### src/rtl/io_core_multi.sv
// Parametrised IO core on the Manta bus: N_IN input / N_OUT output probes behind a
// 16-bit register window, with strobe-atomic sampling and sticky per-probe change flags.
module io_core_multi #(
    parameter logic [15:0]          BASE_ADDR = 16'd0,
    parameter int unsigned          N_IN      = 4,
    parameter int unsigned          IN_WIDTH  = 8,
    parameter int unsigned          N_OUT     = 2,
    parameter int unsigned          OUT_WIDTH = 8,
    parameter logic [OUT_WIDTH-1:0] OUT_RESET = '0
) (
    input  logic                       clk,
    input  logic                       rst,
    input  logic [15:0]                addr_i,
    input  logic [15:0]                data_i,
    input  logic                       rw_i,
    input  logic                       valid_i,
    output logic [15:0]                addr_o,
    output logic [15:0]                data_o,
    output logic                       rw_o,
    output logic                       valid_o,
    input  logic [N_IN*IN_WIDTH-1:0]   probe_in,
    output logic [N_OUT*OUT_WIDTH-1:0] probe_out,
    output logic                       change_irq
);
    localparam int unsigned WI       = (IN_WIDTH + 15) / 16;
    localparam int unsigned WO       = (OUT_WIDTH + 15) / 16;
    localparam int unsigned IN_BASE  = 2;
    localparam int unsigned OUT_BASE = IN_BASE + N_IN * WI;
    localparam int unsigned WIN_SIZE = OUT_BASE + N_OUT * WO;
    localparam logic [OUT_WIDTH-1:0] WORD_MASK = OUT_WIDTH'(32'h0000_FFFF);

    logic [15:0] off;
    logic        in_win;
    logic        wr_en;
    logic        rd_en;
    logic        strobe;
    logic        chg_wr;

    logic [15:0] addr_q;
    logic [15:0] data_q;
    logic [15:0] data_d;
    logic        rw_q;
    logic        valid_q;
    logic [15:0] rd_word;

    logic [N_IN*IN_WIDTH-1:0]   in_q;
    logic [N_IN*IN_WIDTH-1:0]   in_q2;
    logic [N_IN*IN_WIDTH-1:0]   in_buf_q;
    logic [N_IN*IN_WIDTH-1:0]   in_buf_d;
    logic [N_OUT*OUT_WIDTH-1:0] out_buf_q;
    logic [N_OUT*OUT_WIDTH-1:0] out_buf_d;
    logic [N_OUT*OUT_WIDTH-1:0] probe_out_q;
    logic [N_OUT*OUT_WIDTH-1:0] probe_out_d;
    logic [N_IN-1:0]            change_q;
    logic [N_IN-1:0]            change_d;
    logic                       irq_q;

    // Offset wraps modulo 2^16, so addresses below BASE_ADDR land far outside the window.
    assign off    = addr_i - BASE_ADDR;
    assign in_win = ({16'd0, off} < WIN_SIZE);
    assign wr_en  = valid_i && rw_i && in_win;
    assign rd_en  = valid_i && !rw_i && in_win;
    assign strobe = wr_en && (off == 16'd0) && data_i[0];
    assign chg_wr = wr_en && (off == 16'd1);

    always_comb begin
        rd_word = '0;
        if (off == 16'd1) begin
            rd_word = 16'(change_q);
        end
        for (int unsigned p = 0; p < N_IN; p++) begin
            for (int unsigned w = 0; w < WI; w++) begin
                if (off == 16'(IN_BASE + p * WI + w)) begin
                    rd_word = 16'(in_buf_q[p*IN_WIDTH +: IN_WIDTH] >> (w * 16));
                end
            end
        end
        for (int unsigned p = 0; p < N_OUT; p++) begin
            for (int unsigned w = 0; w < WO; w++) begin
                if (off == 16'(OUT_BASE + p * WO + w)) begin
                    rd_word = 16'(out_buf_q[p*OUT_WIDTH +: OUT_WIDTH] >> (w * 16));
                end
            end
        end
    end

    always_comb begin
        out_buf_d = out_buf_q;
        for (int unsigned p = 0; p < N_OUT; p++) begin
            for (int unsigned w = 0; w < WO; w++) begin
                if (wr_en && (off == 16'(OUT_BASE + p * WO + w))) begin
                    out_buf_d[p*OUT_WIDTH +: OUT_WIDTH] =
                        (out_buf_q[p*OUT_WIDTH +: OUT_WIDTH] & ~(WORD_MASK << (w * 16)))
                        | (OUT_WIDTH'(data_i) << (w * 16));
                end
            end
        end
    end

    // Set is applied after clear so a coincident input change keeps the flag.
    always_comb begin
        change_d = change_q;
        for (int unsigned k = 0; k < N_IN; k++) begin
            if (chg_wr && data_i[k]) begin
                change_d[k] = 1'b0;
            end
            if (in_q[k*IN_WIDTH +: IN_WIDTH] != in_q2[k*IN_WIDTH +: IN_WIDTH]) begin
                change_d[k] = 1'b1;
            end
        end
    end

    always_comb begin
        in_buf_d    = strobe ? in_q : in_buf_q;
        probe_out_d = strobe ? out_buf_q : probe_out_q;
        data_d      = rd_en ? rd_word : data_i;
    end

    always_ff @(posedge clk) begin
        if (rst) begin
            addr_q      <= '0;
            data_q      <= '0;
            rw_q        <= 1'b0;
            valid_q     <= 1'b0;
            in_q        <= '0;
            in_q2       <= '0;
            in_buf_q    <= '0;
            out_buf_q   <= {N_OUT{OUT_RESET}};
            probe_out_q <= {N_OUT{OUT_RESET}};
            change_q    <= '0;
            irq_q       <= 1'b0;
        end else begin
            addr_q      <= addr_i;
            data_q      <= data_d;
            rw_q        <= rw_i;
            valid_q     <= valid_i;
            in_q        <= probe_in;
            in_q2       <= in_q;
            in_buf_q    <= in_buf_d;
            out_buf_q   <= out_buf_d;
            probe_out_q <= probe_out_d;
            change_q    <= change_d;
            irq_q       <= |change_q;
        end
    end

    assign addr_o     = addr_q;
    assign data_o     = data_q;
    assign rw_o       = rw_q;
    assign valid_o    = valid_q;
    assign probe_out  = probe_out_q;
    assign change_irq = irq_q;

endmodule

### config.mk
export PLATFORM = sky130hd
export DESIGN_NAME = io_core_multi
export DESIGN_NICKNAME = d
export VERILOG_FILES = /design/src/rtl/io_core_multi.sv
export SDC_FILE = /design/constraint.sdc
export NUM_CORES = 1
export LEC_CHECK = 0
export BUFFER_PORTS_ARGS = -buffer_cell sky130_fd_sc_hd__buf_2
export CAP_MARGIN = 20
export CELL_PAD_IN_SITES_DETAIL_PLACEMENT = 2
export CELL_PAD_IN_SITES_GLOBAL_PLACEMENT = 2
export CORE_ASPECT_RATIO = 1.2
export CORE_UTILIZATION = 34
export DETAILED_ROUTE_END_ITERATION = 8
export PLACE_DENSITY_LB_ADDON = 0.1
export RECOVER_POWER = 100
export SLEW_MARGIN = 20
export SYNTH_ARGS = -nofsm -noshare
export SYNTH_HDL_FRONTEND = slang
export SYNTH_SLANG_ARGS = --single-unit
### constraint.sdc
create_clock -name clk -period 2.7 [get_ports clk]
set_clock_uncertainty 0.05 [all_clocks]
set_input_delay 0.405 -clock clk [delete_from_list [all_inputs] [get_ports clk]]
set_output_delay 0.405 -clock clk [all_outputs]
set_load 0.03 [all_outputs]
==> results.txt <==
Global Route met1 Usage -> 22.7%
initial antenna violation count -> 0
total track usage -> 19.4%
CTS tree -> built
Seq pwr share -> 48.3%
Syn Inst Count -> 619
Clock Path Buffers -> 2
Synth area leaders -> dfxtp_1, nor2b_1, nand2_1, a21oi_1, xor2_1
Post-CTS Setup Bufs -> 0
share of cells above drive strength 1 -> 16.7%
Final #Nets -> 799
post-synthesis compound-gate area fraction -> 9.17%
non-filler cells, final -> 964
Least-Margin Pin Slew -> 1.11 ns
GRT met3 Usage -> 3.95%
Die ar. -> 18300 µm²
Fin. Hold Viols -> 0
Internal -> 4.06 mW
vias in the first global route -> 4995
register area share after synthesis -> 55.3%
Hold Crit Class -> input pin to flop
GRT met2 Usage -> 34.1%
Peak Freq -> 452 MHz
post-synth cell types -> 43
Resized cells post-CTS -> 0
global-route wire length before repair -> 26800 µm
number of max-slew violations in the final report -> 0
CP top delay family -> buffers and inverters
Synth Register Bits -> 167
CP Class -> input pin to flop
row cnt -> 53
Ys Warns -> 0
H-tree levels -> 4
grt total ovfl -> 0
largest net degree at the start of global routing -> 133
placed cell count -> 932
Post-DP HPWL -> 11700 µm
DRT iter0 DRCs -> 232
ordered list of cells on the worst path -> clkbuf_1 -> nor4_4 -> clkbuf_1 -> nand4_1 -> nor3_4 -> clkbuf_1 -> mux2i_1 -> nor2_1
crit-path max FO -> 8
final setup violating endpoints -> 0
crit-path max cell delay -> 0.55 ns
Slew HR -> 26.2%
Initial Util -> 34.7%
cell area after layout -> 7350 µm²
CP Data Required Time -> 2.94 ns
Arr. time, crit path -> 2.45 ns
Num CTS Buffers -> 17
Clk Latency, worst-skew pair -> 0.43 ns
Die Span X -> 124 µm
largest area contributor in the netlist -> dfxtp_1
hold slack -> 0.132 ns
cell mode on critical path -> clkbuf_1
Area Overhead vs Synth -> 21.5%
CTS Sinks -> 167
Main synth FF type -> dfxtp_1
Leakage Power -> 2.84 nW
vias -> 4657
Post-CTS Hold Buffers -> 0
CP bufs+invs -> 3
EDFF count, synth -> 0
multiplexer area fraction after synthesis -> 5.05%
final wirelength -> 16800 µm
final worst path period share -> 82.0%
Period minus WS final -> 2.21 ns
antenna cells -> 0
drt wl/cell -> 17.4 µm
max_cap viols -> 0
Synth Area in Simple Gates -> 22.8%
Max rail drop VDD -> 0.400 mV
busiest metal layer after global routing -> met2
core area -> 17400 µm²
Syn Std Cell Area -> 6050 µm²
antenna viol nets, final -> 0
GP Congestion -> 0.798
RSZ-0062 raised after global routing -> no
Clock power frac -> 45.3%
Yosys top cell area share -> 55.3%
net switching power of the design -> 1.29 mW
IO Count -> 119
setup total negative slack -> 0 ns
Avg Cell Area, Syn -> 9.77 µm²
vias per cell -> 4.83
Root Buffer -> clkbuf_16
Async S/R FF share, synth -> 0%
Port Buf Inserts -> 118
Sw Ratio -> 24.1%
die height -> 148 µm
Power Density -> 729 nW/µm²
Synth Net Count -> 687
status -> complete, no violations
CP Launch Type -> input pin
Clock transition at path regs -> 0.07 ns
Comb pwr share -> 6.5%
Synth Area in XOR/XNOR -> 4.63%
fraction of the mapped netlist area in adder cells -> 0%
Area after DPL -> 6850 µm²
largest family of logic cells by synthesized area -> simple AND/OR/NAND/NOR gates
Slowest-stage cell, CP -> clkbuf_1
Initial DRT Pass Iterations -> 4
Remaining DRCs -> 0
CP endpoint kind -> flop
layout make-up:
| type | count | area [µm²] |
|---|---|---|
| multi-input cells | 412 | 2520 |
| fillers | 1937 | 10100 |
| clock buffers | 18 | 439 |
| well taps | 220 | 275 |
| repair buffers | 129 | 607 |
| flip-flops and latches | 167 | 3340 |
| inverters | 4 | 15.0 |
| clock inverters | 14 | 150 |
sequential cells by signal, indices dropped and copies added (netlist names):
register / flops
change_q: 4
change_irq: 1
in_q: 32
out_buf_q: 16
valid_o: 1
in_q2: 32
addr_o: 16
probe_out: 16
rw_o: 1
in_buf_q: 32
data_o: 16
power groups by stage:
| stage | logic [mW] | clock network (mW) | registers (mW) |
|---|---|---|---|
| after global placement | 0.349 | 0 | 2.64 |
| after floorplan | 0.156 | 0 | 2.69 |
| after detailed placement | 0.360 | 0 | 2.64 |
| after CTS | 0.364 | 2.49 | 2.58 |
| final | 0.347 | 2.42 | 2.58 |
| after global routing | 0.382 | 2.60 | 2.59 |
synthesized netlist by cell type (4+ instances only):
| library cell | n |
|---|---|
| dfxtp_1 | 167 |
| nand2_1 | 104 |
| nor2b_1 | 90 |
| a21oi_1 | 56 |
| xor2_1 | 32 |
| clkbuf_1 | 26 |
| nor2_1 | 21 |
| mux2i_1 | 17 |
| mux2_2 | 12 |
| o21ai_0 | 10 |
| and2_1 | 9 |
| nor4_1 | 9 |
| nor3_1 | 5 |
| a211oi_1 | 4 |
| a221o_1 | 4 |
| a22oi_1 | 4 |
| a31oi_1 | 4 |
| buf_2 | 4 |
| inv_1 | 4 |
worst paths after layout:
check | start | to | slack (ns) | cells past startpoint
max reg2reg | in_q[6]$_SDFF_PP0_ | change_q[0]$_SDFFE_PP0P_ | 1.29 | 3
min reg2reg | probe_out[12]$_SDFFE_PP0P_ | probe_out[12]$_SDFFE_PP0P_ | 0.40 | 2
max | addr_i[14] | out_buf_q[15]$_SDFFE_PP0P_ | 0.49 | 8
min | probe_in[17] | in_q[17]$_SDFF_PP0_ | 0.13 | 2
cells in the final DEF, fill, tap and decap left out, types with 3 or more instances in the layout:
cell type,count
inv_1,4
mux2_2,12
nor2b_1,90
a211oi_1,4
nor3_1,5
buf_4,7
a222oi_1,3
mux2i_1,17
nand2_1,105
buf_2,64
clkbuf_1,57
clkbuf_16,17
and2_0,8
a31oi_1,4
nor2_1,21
a22oi_1,4
inv_6,3
a21o_1,3
o21ai_0,11
dfxtp_1,167
xor2_1,32
clkinvlp_4,6
a221o_1,4
a21oi_1,56
nor4_1,9
nor4_4,4
layer usage:
| layer | vias to the layer above | share of wire, % |
|---|---|---|
| met4 | 0 | 2.2 |
| met3 | 28 | 4.0 |
| li1 | 2277 | - |
| met2 | 103 | 52 |
| met1 | 2249 | 42 |
| met5 | - | 0 |
cell families (layout without fill, tap and decap cells):
group | after synthesis | count (layout)
simple gates | 257 | 257
flops | 167 | 167
compound gates | 94 | 94
buf+inv | 40 | 165
xor+xnor | 32 | 32
mux | 29 | 29
metrics by stage:
| stage | power (mW) | setup WS, ns | utilization, % |
|---|---|---|---|
| after CTS | 5.44 | 0.711 | 42.7 |
| final | 5.35 | 0.487 | 42.1 |
| after global placement | 2.98 | 0.332 | 39.3 |
| after detailed placement | 3.00 | 0.284 | 39.3 |
| after floorplan | 2.84 | 0.708 | - |
| after global routing | 5.58 | 0.344 | 42.1 |
No activity file was read; power rests on OpenSTA's default activity.
